[src/rtl/mod_timebase_counter.sv]
// rtl/mod_timebase_counter.sv - modulo-N up/down digit counter with prescaler, button adjust and load
// Carry/borrow pulse only on auto-advance wraps so that setting a field never ripples upward.
module mod_timebase_counter #(
    parameter int WIDTH       = 3,
    parameter int MODULUS     = 6,
    parameter int DIV         = 50000000,
    parameter int EXT_TICK    = 0,
    parameter int SYNC_STAGES = 2
) (
    input  logic             i_clk,
    input  logic             i_rst,
    input  logic             i_en,
    input  logic             i_dir,
    input  logic             i_tick_in,
    input  logic             i_count_up,
    input  logic             i_count_down,
    input  logic             i_load,
    input  logic [WIDTH-1:0] i_load_value,
    output logic [WIDTH-1:0] o_count,
    output logic             o_carry,
    output logic             o_borrow,
    output logic             o_tick_out
);
    localparam logic [WIDTH-1:0] CNT_MAX    = WIDTH'(MODULUS - 1);
    localparam logic [WIDTH:0]   LOAD_LIMIT = (WIDTH + 1)'(MODULUS);

    logic                   w_adv;
    logic [SYNC_STAGES-1:0] r_up_sync;
    logic [SYNC_STAGES-1:0] r_dn_sync;
    logic [SYNC_STAGES-1:0] r_vld;
    logic                   r_up_prev;
    logic                   r_dn_prev;
    logic                   r_up_armed;
    logic                   r_dn_armed;
    logic                   w_up_last;
    logic                   w_dn_last;
    logic                   w_up_edge;
    logic                   w_dn_edge;
    logic [WIDTH-1:0]       r_count;
    logic                   r_carry;
    logic                   r_borrow;
    logic [WIDTH-1:0]       w_count_nxt;
    logic                   w_carry_nxt;
    logic                   w_borrow_nxt;
    logic [WIDTH-1:0]       w_inc;
    logic [WIDTH-1:0]       w_dec;

    generate
        if (EXT_TICK == 0) begin : g_int_tick
            localparam int              PW        = (DIV > 1) ? $clog2(DIV) : 1;
            localparam logic [PW-1:0]   PRESC_MAX = PW'(DIV - 1);

            logic [PW-1:0] r_presc;
            logic          r_tick;
            logic          w_wrap;
            logic          w_unused;

            assign w_wrap   = i_en && (r_presc == PRESC_MAX);
            assign w_unused = i_tick_in;

            always_ff @(posedge i_clk or negedge i_rst) begin
                if (!i_rst) begin
                    r_presc <= '0;
                    r_tick  <= 1'b0;
                end else begin
                    r_tick <= w_wrap;
                    if (i_load || w_wrap) begin
                        r_presc <= '0;
                    end else if (i_en) begin
                        r_presc <= r_presc + 1'b1;
                    end
                end
            end

            assign w_adv      = r_tick;
            assign o_tick_out = r_tick;
        end else begin : g_ext_tick
            assign w_adv      = i_tick_in & i_en;
            assign o_tick_out = 1'b0;
        end
    endgenerate

    // r_vld marks when the synchroniser holds genuine samples; a button must be
    // seen released after reset before its edges are honoured.
    always_ff @(posedge i_clk or negedge i_rst) begin
        if (!i_rst) begin
            r_up_sync  <= '0;
            r_dn_sync  <= '0;
            r_vld      <= '0;
            r_up_prev  <= 1'b0;
            r_dn_prev  <= 1'b0;
            r_up_armed <= 1'b0;
            r_dn_armed <= 1'b0;
        end else begin
            r_up_sync  <= {r_up_sync[SYNC_STAGES-2:0], i_count_up};
            r_dn_sync  <= {r_dn_sync[SYNC_STAGES-2:0], i_count_down};
            r_vld      <= {r_vld[SYNC_STAGES-2:0], 1'b1};
            r_up_prev  <= w_up_last;
            r_dn_prev  <= w_dn_last;
            r_up_armed <= r_up_armed | (r_vld[SYNC_STAGES-1] & ~w_up_last);
            r_dn_armed <= r_dn_armed | (r_vld[SYNC_STAGES-1] & ~w_dn_last);
        end
    end

    assign w_up_last = r_up_sync[SYNC_STAGES-1];
    assign w_dn_last = r_dn_sync[SYNC_STAGES-1];
    assign w_up_edge = w_up_last & ~r_up_prev & r_up_armed;
    assign w_dn_edge = w_dn_last & ~r_dn_prev & r_dn_armed;

    assign w_inc = (r_count == CNT_MAX) ? '0 : r_count + 1'b1;
    assign w_dec = (r_count == '0) ? CNT_MAX : r_count - 1'b1;

    always_comb begin
        w_count_nxt  = r_count;
        w_carry_nxt  = 1'b0;
        w_borrow_nxt = 1'b0;
        if (i_load) begin
            w_count_nxt = ({1'b0, i_load_value} >= LOAD_LIMIT) ? CNT_MAX : i_load_value;
        end else if (w_up_edge && w_dn_edge) begin
            w_count_nxt = r_count;
        end else if (w_up_edge) begin
            w_count_nxt = w_inc;
        end else if (w_dn_edge) begin
            w_count_nxt = w_dec;
        end else if (w_adv && !i_dir) begin
            w_count_nxt = w_inc;
            w_carry_nxt = (r_count == CNT_MAX);
        end else if (w_adv && i_dir) begin
            w_count_nxt  = w_dec;
            w_borrow_nxt = (r_count == '0);
        end
    end

    always_ff @(posedge i_clk or negedge i_rst) begin
        if (!i_rst) begin
            r_count  <= '0;
            r_carry  <= 1'b0;
            r_borrow <= 1'b0;
        end else begin
            r_count  <= w_count_nxt;
            r_carry  <= w_carry_nxt;
            r_borrow <= w_borrow_nxt;
        end
    end

    assign o_count  = r_count;
    assign o_carry  = r_carry;
    assign o_borrow = r_borrow;

endmodule

[config.mk]
export PLATFORM = sky130hd
export DESIGN_NAME = mod_timebase_counter
export DESIGN_NICKNAME = d
export VERILOG_FILES = /design/src/rtl/mod_timebase_counter.sv
export SDC_FILE = /design/constraint.sdc
export NUM_CORES = 1
export LEC_CHECK = 0
export CAP_MARGIN = 20
export CORE_MARGIN = 2
export CORE_UTILIZATION = 46
export CTS_BUF_LIST = sky130_fd_sc_hd__clkbuf_2
export DETAILED_ROUTE_END_ITERATION = 8
export DONT_BUFFER_PORTS = 1
export PLACE_DENSITY = 0.66
export SKIP_LAST_GASP = 1
export SLEW_MARGIN = 30
export SYNTH_ARGS = -nofsm -noshare
export SYNTH_HDL_FRONTEND = slang
export SYNTH_SLANG_ARGS = --single-unit
[constraint.sdc]
create_clock -name i_clk -period 5.1 [get_ports i_clk]
set_clock_uncertainty 0.05 [all_clocks]
set_input_delay 0.255 -clock i_clk [delete_from_list [all_inputs] [get_ports i_clk]]
set_output_delay 0.255 -clock i_clk [all_outputs]
set_load 0.05 [all_outputs]
==> results.py, run 1 <==
metrics = {
    "status": {
        "outcome": "completed",
    },
    "job": {
        "drv_cap": 0,
    },
    "setup_path": {
        "crit_fanout": 16,
        "cpPeakStageDelay_ns": 0.55,
        "critPathSlowestCell": "or4b_4",
        "worstSetupPathType": "reg2reg",
        "cp_num_buf_inv": 0,
        "endpoint_kind": "register",
        "timing.rr.end": "g_int_tick.r_presc[9]$_DFFE_PN0P_",
        "rrSetupSlack_ns": 3.06,
        "r2r-start": "g_int_tick.r_presc[7]$_DFFE_PN0P_",
        "cp_top_family": "simple AND/OR/NAND/NOR gates",
        "cp_cell_sequence": "or4b_4, nor3_4, nand2_2, o21bai_4, nor2_1",
        "start_kind": "register",
        "reg2reg_depth": 5,
        "arrival_ns": 2.26,
        "cp.required_ns": 5.33,
    },
    "final_layout": {
        "final_common_cell": "dfrtp_1",
        "antenna_cells": 0,
        "final_cell_mix": "dfrtp_1, nor2_1, xor2_1, nand2_1, a21oi_1",
        "area_delta_synth_final_pct": 9.29,
        "drive_gt1_frac": 0.121,
        "nets": 227,
    },
    "route": {
        "routedWlPerCell_um": 14.3,
        "drc": 0,
        "vias": 1486,
        "drt-pass1-iter-count": 4,
        "drt_wl_total_um": 3820,
        "via_per_inst": 5.57,
        "drtIter0Drc": 89,
        "postRouteAntennaNets": 0,
    },
    "clock_network": {
        "root_buffer": "clkbuf_2",
        "clockBufferDepth": 2,
        "clk_latency_ns": 0.39,
        "cts_buffers": 5,
        "post-cts-setup-buffers": 0,
        "clock-sinks": 42,
        "cts_tree": "built",
        "post_cts_resized": 0,
        "clkTransAtPathRegs_ns": 0.19,
        "h-tree-depth": 2,
    },
    "logic_synthesis": {
        "synth-edff-count": 0,
        "yosysUniqueCellTypes": 43,
        "synth.avg_cell_area_sq_um": 10.2,
        "ys.warnings.count": 0,
        "synth_nets": 214,
        "syn_inst": 202,
        "async_reset_ff_frac": 1.00,
        "synth_area_sq_um": 2060,
        "synth-seq-cells": 42,
        "synth_flop_cell": "dfrtp_1",
        "synth-seq-area-share": 0.510,
    },
    "worst_hold_path": {
        "hp-start": "i_en",
        "holdCritPathClass": "in2reg",
        "hold_end": "g_int_tick.r_presc[2]$_DFFE_PN0P_",
        "worstHoldPathCells": 3,
    },
    "sta": {
        "final.min_clock_period_ns": 2.04,
        "setup_viol": 0,
        "postLayoutSetupSlackWorst_ns": 3.06,
        "worstMarginPinSlew_ns": 0.726,
        "relSlewSlack": 0.516,
        "hold_slack_ns": 0.0221,
        "drv_slew": 0,
        "fmax_mhz": 491,
        "tns_ns": 0,
        "hold_viol_final": 0,
        "grt_setup_unrepaired": "false",
        "min_period_over_period": 0.400,
    },
    "die": {
        "initial_utilization": 0.477,
        "rows": 24,
        "core_sq_um": 4320,
        "fp.dieH_um": 70.9,
        "fp.dieArea_sq_um": 5030,
        "io_pins": 17,
        "die_x_um": 70.9,
    },
    "global_routing": {
        "track_usage": 0.170,
        "grt_max_degree": 43,
        "grt_pass1_wl_um": 6730,
        "grt_overflow_total": 0,
        "antenna_found_initial": 0,
        "grt_pass1_vias": 1447,
    },
    "placement": {
        "post-place-ws_ns": 3.06,
        "gp_congestion": 0.775,
        "io_buffers": 0,
        "hpwl_um": 2430,
    },
    "power": {
        "max-vdd-ir-drop_v": 0.000116,
        "p_leak_nw": 0.944,
        "power_density_nw_per_um2": 248,
    },
}
[sequential cells by signal, indices dropped and copies added, names as in the netlist, 2 cells and up]
signal / count
g_int_tick.r_presc: 26
r_dn_sync: 2
r_vld: 2
r_up_sync: 2
o_count: 3
[cell families (layout without fill, tap and decap cells)]
| logic type | count (synthesis) | count (layout) | share of synthesized area |
|---|---|---|---|
| fa+ha+maj | 1 | 1 | 0.00607 |
| simple gates | 96 | 96 | 0.266 |
| mux | 3 | 3 | 0.0146 |
| other cells | 1 | 1 | 0.00182 |
| compound gates | 27 | 27 | 0.0844 |
| buf+inv | 11 | 24 | 0.0279 |
| xor+xnor | 21 | 21 | 0.0893 |
| flops | 42 | 42 | 0.510 |
[layer usage]
metal  track usage  wire length [um]  up-vias  share of wire
met5             0                 0        -              0
met4        0.0629                59        0          0.015
met3        0.0484               149        5          0.039
met2         0.259              1760       24           0.46
met1         0.233              1850      726           0.48
li1              -                 -      731              -
[repair_timing]
action,CTS,global route
setup endpoints to repair,0,0
endpoints found under the hold margin,61,0
hold buffers,12,0
[Yosys cell counts, types with 3 or more instances]
cell type	number	area [sq um]
a21oi_1	13	65.1
a31oi_1	3	18.8
clkbuf_1	5	18.8
dfrtp_1	42	1050
inv_1	5	18.8
mux2i_1	3	30.0
nand2_1	13	48.8
nand2b_1	4	25.0
nand3_1	9	45.0
nand4_1	9	56.3
nor2_1	22	82.6
nor2_2	10	62.6
nor3_1	6	30.0
o21ai_0	3	15.0
xnor2_1	5	43.8
xor2_1	16	140
[worst max path at each step]
stage,depth (start not counted),to,startpoint,slack (ns)
finish,5,g_int_tick.r_presc[9]$_DFFE_PN0P_,g_int_tick.r_presc[7]$_DFFE_PN0P_,3.06
CTS,5,g_int_tick.r_presc[9]$_DFFE_PN0P_,g_int_tick.r_presc[7]$_DFFE_PN0P_,3.04
detailed placement,5,g_int_tick.r_presc[9]$_DFFE_PN0P_,g_int_tick.r_presc[7]$_DFFE_PN0P_,3.06
floorplan,6,g_int_tick.r_presc[3]$_DFFE_PN0P_,g_int_tick.r_presc[7]$_DFFE_PN0P_,3.34
global route,6,g_int_tick.r_presc[24]$_DFFE_PN0P_,g_int_tick.r_presc[0]$_DFFE_PN0P_,2.78
global placement,5,g_int_tick.r_presc[9]$_DFFE_PN0P_,g_int_tick.r_presc[7]$_DFFE_PN0P_,3.07
[worst reg2reg max path, stage by stage, from the launching register on]
cell	delay [ns]
dfrtp_1	0.49
or4b_4	0.55
nor3_4	0.18
nand2_2	0.11
o21bai_4	0.44
nor2_1	0.11
[power by group]
group | internal [W] | switching (W)
clock | 0.0000357 | 0.0000991
sequential | 0.000342 | 0.0000296
combinational | 0.0000244 | 0.0000265
[cell type report]
| cell class | instances | area, sq um |
|---|---|---|
| clock buffer | 7 | 35.0 |
| sequential | 42 | 1050 |
| fill | 408 | 2070 |
| inverter | 5 | 18.8 |
| timing repair buffer | 12 | 130 |
| multi-input combinational | 149 | 952 |
| tap | 52 | 65.1 |
[stage by stage]
step	instances	cell area [sq um]	power, W	util
global placement	248	2090	0.000410	0.483
detailed placement	248	2090	0.000412	0.483
finish	267	2250	0.000558	0.521
global route	267	2250	0.000584	0.521
CTS	267	2250	0.000566	0.521
floorplan	202	2060	0.000409	-
Note: power is estimated with default switching activity, not from simulation.
==> run 2, diff against run 1 <==
--- a/config.mk
+++ b/config.mk
@@ -5,13 +5,14 @@
 export SDC_FILE = /design/constraint.sdc
 export NUM_CORES = 1
 export LEC_CHECK = 0
+export ABC_AREA = 1
 export CAP_MARGIN = 20
 export CORE_MARGIN = 2
 export CORE_UTILIZATION = 46
 export CTS_BUF_LIST = sky130_fd_sc_hd__clkbuf_2
 export DETAILED_ROUTE_END_ITERATION = 8
 export DONT_BUFFER_PORTS = 1
-export PLACE_DENSITY = 0.66
+export PLACE_DENSITY = 0.68
 export SKIP_LAST_GASP = 1
 export SLEW_MARGIN = 30
 export SYNTH_ARGS = -nofsm -noshare
==> constraint.sdc (replaced) <==
create_clock -name i_clk -period 1.87 [get_ports i_clk]
set_clock_uncertainty 0.05 [all_clocks]
set_input_delay 0.0935 -clock i_clk [delete_from_list [all_inputs] [get_ports i_clk]]
set_output_delay 0.0935 -clock i_clk [all_outputs]
set_load 0.05 [all_outputs]
==> results.py, run 2 <==
metrics = {
    "die": {
        "fp.dieArea_sq_um": 5560,
        "rows": 25,
        "die_x_um": 74.6,
        "fp.dieH_um": 74.6,
        "core_sq_um": 4750,
        "io_pins": 17,
        "initial_utilization": 0.482,
    },
    "route": {
        "routedWlPerCell_um": 11.7,
        "drc": 0,
        "postRouteAntennaNets": 0,
        "vias": 2009,
        "drtIter0Drc": 115,
        "drt_wl_total_um": 4660,
        "via_per_inst": 5.06,
        "drt-pass1-iter-count": 6,
    },
    "final_layout": {
        "multi_input_area_sq_um": 1090,
        "regMostFlops": "g_int_tick.r_presc",
        "area_delta_synth_final_pct": 13.6,
        "antenna_cells": 0,
        "final_cell_mix": "nand2_1, nor2_1, dfrtp_1, inv_1, nand3_1",
        "drive_gt1_frac": 0.0818,
        "stdcell_area_sq_um": 2600,
        "register_area_sq_um": 1050,
        "nets": 341,
        "nFillCells": 477,
        "final_common_cell": "nand2_1",
        "largest_register_ff_count": 26,
    },
    "logic_synthesis": {
        "synth.avg_cell_area_sq_um": 7.46,
        "ys_top_cells_by_area": "dfrtp_1, nand2_1, nor2_1",
        "synth-seq-cells": 42,
        "netlist_top_cells_count": "nand2_1, nor2_1, dfrtp_1",
        "synth_nets": 319,
        "ys.warnings.count": 0,
        "yosysTopAreaCell": "dfrtp_1",
        "synth-edff-count": 0,
        "synth_area_sq_um": 2290,
        "yosysUniqueCellTypes": 32,
        "async_reset_ff_frac": 1.00,
        "syn_inst": 307,
        "synth_top_area_frac": 0.459,
        "synth_most_common_cell": "nand2_1",
        "synth_flop_cell": "dfrtp_1",
        "synth-seq-area-share": 0.459,
    },
    "clock_network": {
        "clkTransAtPathRegs_ns": 0.22,
        "clock-sinks": 42,
        "clk_latency_ns": 0.40,
        "cts_buffers": 5,
        "post-cts-setup-buffers": 0,
        "root_buffer": "clkbuf_2",
        "cts_tree": "built",
        "h-tree-depth": 2,
        "clockBufferDepth": 2,
    },
    "status": {
        "outcome": "completed",
    },
    "global_routing": {
        "antenna_found_initial": 0,
        "grt_pass1_vias": 1827,
        "grt_pass1_wl_um": 7860,
        "grt_overflow_total": 0,
        "grt_max_degree": 43,
        "track_usage": 0.186,
    },
    "placement": {
        "hpwl_um": 3330,
        "placed_cell_area_sq_um": 2400,
        "io_buffers": 0,
        "gp_congestion": 0.846,
        "post-place-ws_ns": 0.190,
    },
    "setup_path": {
        "critPathSlowestCell": "dfrtp_1",
        "start_kind": "register",
        "worstSetupPathType": "reg2reg",
        "cp.required_ns": 2.11,
        "rrSetupSlack_ns": 0.15,
        "endpoint_kind": "register",
        "crit_fanout": 19,
        "reg2reg_depth": 9,
        "cpPeakStageDelay_ns": 0.43,
        "r2r-start": "g_int_tick.r_presc[1]$_DFFE_PN0P_",
        "path_common_cell": "nor2_4",
        "cp_cell_sequence": "ha_1, nand3_4, nor2_8, nand3_2, nor2_4, nor2_4, buf_12, nand3_1, nand2_1",
        "timing.rr.end": "g_int_tick.r_presc[15]$_DFFE_PN0P_",
        "arrival_ns": 1.96,
    },
    "sta": {
        "postLayoutSetupSlackWorst_ns": 0.152,
        "min_period_over_period": 0.919,
        "hold_viol_final": 0,
        "final.min_clock_period_ns": 1.72,
        "drv_slew": 0,
        "tns_ns": 0,
        "fmax_mhz": 582,
        "grt_setup_unrepaired": "false",
        "setup_viol": 0,
    },
    "job": {
        "drv_cap": 0,
    },
    "power": {
        "p_int_w": 0.00124,
        "max-vdd-ir-drop_v": 0.000345,
        "netSwitchingPower_w": 0.000483,
        "p_leak_nw": 1.18,
        "netSwitchingFraction": 0.280,
        "seqPwrFrac": 0.557,
        "power_density_nw_per_um2": 663,
        "total_power_w": 0.00172,
        "pwr-share-clk": 0.301,
        "pwr-share-comb": 0.142,
    },
    "worst_hold_path": {
        "holdCritPathClass": "in2async",
    },
}
-- run 2: cell count changes after synthesis, moves of 5 or more --
cell	delta
nand4_1	-7
inv_1	+23
nor2_2	-9
nand2_1	+74
clkbuf_1	-5
nand3_1	+16
nor2_1	+42
xor2_1	-14
-- run 2: area by class of cell --
class | count | area share
Clock buffer | 5 | 0.00962
Clock inverter | 3 | 0.0154
Inverter | 29 | 0.0418
Multi-Input combinational cell | 232 | 0.421
Sequential cell | 42 | 0.404
Tap cell | 67 | 0.0322
Timing Repair Buffer | 19 | 0.0760
-- run 2: power groups by stage --
stage / Clock, W / Sequential (W) / Combinational [W]
floorplan: 0 / 0.00102 / 0.000105
global placement: 0 / 0.000976 / 0.000197
detailed placement: 0 / 0.000977 / 0.000198
CTS: 0.000536 / 0.000961 / 0.000245
global route: 0.000569 / 0.000966 / 0.000270
finish: 0.000519 / 0.000960 / 0.000245
-- run 2: kinds of logic (layout without fill, tap and decap cells) --
group	Yosys count	after routing	share of synthesized area
flip-flops	42	42	0.459
AO/OA/AOI/OAI	23	23	0.0557
XOR/XNOR	3	3	0.0115
buffers and inverters	33	56	0.0628
AND/OR/NAND/NOR	204	204	0.404
adder cells (fa/ha/maj)	1	1	0.00546
other	1	1	0.00164
-- run 2: routing by layer --
| layer | track usage | wire length (um) | vias up |
|---|---|---|---|
| met4 | 0.0575 | 58 | 0 |
| met2 | 0.313 | 2210 | 36 |
| met5 | 0 | 0 | - |
| met1 | 0.239 | 2220 | 950 |
| met3 | 0.0407 | 170 | 6 |
| li1 | - | - | 1017 |
-- run 2: stage by stage --
step                std cells  hold WS, ns  utilization
floorplan                 307       -0.252            -
global placement          377       -0.251        0.506
detailed placement        377       -0.251        0.506
CTS                       397       0.0448        0.547
global route              397       0.0429        0.547
finish                    397       0.0689        0.547
-- run 2: how the worst max path moves through the flow --
stage	slack (ns)	end	start
2_1_floorplan	0.34	g_int_tick.r_presc[12]$_DFFE_PN0P_	g_int_tick.r_presc[1]$_DFFE_PN0P_
3_3_place_gp	0.25	g_int_tick.r_presc[0]$_DFFE_PN0P_	g_int_tick.r_presc[1]$_DFFE_PN0P_
3_5_place_dp	0.19	g_int_tick.r_presc[0]$_DFFE_PN0P_	g_int_tick.r_presc[1]$_DFFE_PN0P_
4_1_cts	0.01	g_int_tick.r_presc[19]$_DFFE_PN0P_	i_en
5_1_grt	0.01	g_int_tick.r_presc[16]$_DFFE_PN0P_	g_int_tick.r_presc[1]$_DFFE_PN0P_
6_report	0.15	g_int_tick.r_presc[15]$_DFFE_PN0P_	g_int_tick.r_presc[1]$_DFFE_PN0P_
-- run 2: timing repair --
item,4_1_cts,5_1_grt
setup endpoints to repair,0,5
endpoints found under the hold margin,76,0
hold buffers,12,0
resized for setup,0,1
-- run 2: critical path: cells and delay by family, from the launching register on --
kind	cells	cell delay, ns
fa+ha+maj	1	0.24
buf+inv	1	0.15
flops	1	0.43
simple gates	7	0.74
==> run 3, diff against run 2 <==
--- a/config.mk
+++ b/config.mk
@@ -10,9 +10,11 @@
 export CORE_MARGIN = 2
 export CORE_UTILIZATION = 46
 export CTS_BUF_LIST = sky130_fd_sc_hd__clkbuf_2
+export CTS_CLUSTER_DIAMETER = 60
 export DETAILED_ROUTE_END_ITERATION = 8
 export DONT_BUFFER_PORTS = 1
 export PLACE_DENSITY = 0.68
+export SETUP_SLACK_MARGIN = 0.3
 export SKIP_LAST_GASP = 1
 export SLEW_MARGIN = 30
 export SYNTH_ARGS = -nofsm -noshare
==> results.py, run 3 (synthesized netlist as in run 2, its figures left out) <==
metrics = {
    "setup_path": {
        "cp_top_family": "simple AND/OR/NAND/NOR gates",
        "path_depth": 8,
        "cp_num_buf_inv": 0,
        "endpoint_kind": "register",
        "crit_fanout": 4,
        "arrival_ns": 1.84,
        "reg2reg_depth": 8,
        "start_kind": "register",
        "cpPeakStageDelay_ns": 0.45,
        "cp_cell_sequence": "ha_4, nand3_4, nor2_8, nand4_1, nor2_2, nand3_1, nand2_1, nor2_1",
        "critPathSlowestCell": "dfrtp_1",
        "worstSetupPathType": "reg2reg",
        "cp.required_ns": 2.11,
    },
    "clock_network": {
        "root_buffer": "clkbuf_2",
        "clk_latency_ns": 0.39,
        "clock-sinks": 42,
        "clockBufferDepth": 2,
        "cts_tree": "built",
        "cts_buffers": 5,
        "clkTransAtPathRegs_ns": 0.22,
        "h-tree-depth": 2,
    },
    "route": {
        "via_per_inst": 4.94,
        "drc": 0,
        "drtIter0Drc": 80,
        "vias": 2009,
        "drt_wl_total_um": 4750,
        "routedWlPerCell_um": 11.7,
        "drt-pass1-iter-count": 4,
        "postRouteAntennaNets": 0,
    },
    "die": {
        "die_x_um": 74.6,
        "fp.dieArea_sq_um": 5560,
        "rows": 25,
        "core_sq_um": 4750,
        "io_pins": 17,
        "fp.dieH_um": 74.6,
        "initial_utilization": 0.482,
    },
    "status": {
        "outcome": "finished, violations left",
        "violations": "negative hold slack",
    },
    "job": {
        "drv_cap": 0,
    },
    "final_layout": {
        "drive_gt1_frac": 0.156,
        "antenna_cells": 0,
        "area_delta_synth_final_pct": 21.4,
        "regMostFlops": "g_int_tick.r_presc",
        "final_cell_mix": "nand2_1, nor2_1, dfrtp_1, inv_1, nand3_1",
        "utilization": 0.585,
        "largest_register_ff_count": 26,
        "final_common_cell": "nand2_1",
        "nets": 351,
    },
    "worst_hold_path": {
        "holdCritPathClass": "in2reg",
        "worstHoldPathCells": 4,
    },
    "global_routing": {
        "grt_max_degree": 43,
        "antenna_found_initial": 0,
        "grt_pass1_vias": 1869,
        "track_usage": 0.189,
        "grt_pass1_wl_um": 7980,
        "grt_overflow_total": 0,
    },
    "sta": {
        "drv_slew": 0,
        "min_period_over_period": 0.855,
        "grt_setup_unrepaired": "true",
        "tns_ns": 0,
        "postLayoutSetupSlackWorst_ns": 0.272,
        "hold_slack_ns": -0.102,
        "fmax_mhz": 626,
        "setup_viol": 0,
        "final.min_clock_period_ns": 1.60,
        "hold_viol_final": 19,
    },
    "power": {
        "p_leak_nw": 1.24,
        "max-vdd-ir-drop_v": 0.000346,
        "pwr-share-clk": 0.299,
        "netSwitchingPower_w": 0.000480,
        "seqPwrFrac": 0.556,
        "power_density_nw_per_um2": 622,
        "total_power_w": 0.00173,
        "pwr-share-comb": 0.145,
        "netSwitchingFraction": 0.277,
        "p_int_w": 0.00125,
    },
    "placement": {
        "post-place-ws_ns": 0.190,
        "io_buffers": 0,
        "gp_congestion": 0.846,
        "hpwl_um": 3330,
    },
}
run 3: cell types whose count changed in the layout (fill, tap and decap cells not counted), moves of 2 or more:
cell	delta
nand2_1	-2
nor3b_1	-2
buf_4	+7
nor2_1	-9
nor3b_2	+2
nor2_4	+3
nand2_2	+2
nand3_1	-2
nor3_1	-2
nor2_2	+6
dlygate4sd3_1	+4
run 3: worst paths after layout:
check	from	to	slack (ns)
worst max-delay path	g_int_tick.r_presc[1]$_DFFE_PN0P_	g_int_tick.r_presc[16]$_DFFE_PN0P_	0.27
worst min-delay path	i_load	g_int_tick.r_presc[13]$_DFFE_PN0P_	-0.10
worst max register to register	g_int_tick.r_presc[1]$_DFFE_PN0P_	g_int_tick.r_presc[16]$_DFFE_PN0P_	0.27
worst min register to register	r_up_sync[0]$_DFF_PN0_	r_up_sync[1]$_DFF_PN0_	0.31
max in group asynchronous	i_rst	g_int_tick.r_presc[17]$_DFFE_PN0P_	1.46
min in group asynchronous	i_rst	o_count[2]$_DFFE_PN0P_	0.07
run 3: worst reg2reg max path, delay by kind of cell, from the launching register on:
kind	cells	cell delay (ns)
fa+ha+maj	1	0.17
flops	1	0.45
simple gates	7	0.81
run 3: stage by stage:
step	cell area (sq um)	cells
6_report	2780	407
5_1_grt	2780	407
4_1_cts	2670	401
3_5_place_dp	2400	377
3_3_place_gp	2400	377
2_1_floorplan	2290	307
run 3: area by class of cell:
type | instances | area (sq um)
clock buffers | 5 | 25.0
clock inverters | 3 | 40.0
fillers | 454 | 1970
inverters | 29 | 109
multi-input cells | 232 | 1190
flip-flops and latches | 42 | 1050
well taps | 67 | 83.8
repair buffers | 29 | 278
run 3: timing repair:
| action | in CTS | in global routing |
|---|---|---|
| buffers inserted | 3 | 4 |
| endpoints found under the setup margin | 26 | 28 |
| pin swaps | 3 | 7 |
| hold endpoints to repair | 75 | 22 |
| hold buffers | 13 | 2 |
| gates resized for setup | 9 | 17 |
run 3: layer usage:
layer / up-vias / GRT usage / routed length, um
met3: 6 / 0.0407 / 163
li1: 1036 / - / -
met1: 933 / 0.238 / 2300
met4: 0 / 0.0536 / 58
met5: - / 0 / 0
met2: 34 / 0.326 / 2230
run 3: power by group through the flow:
stage	Sequential, W	Clock (W)	Combinational, W
finish	0.000962	0.000517	0.000251
global route	0.000967	0.000568	0.000279
CTS	0.000962	0.000536	0.000247
detailed placement	0.000977	0	0.000198
global placement	0.000976	0	0.000197
floorplan	0.00102	0	0.000105
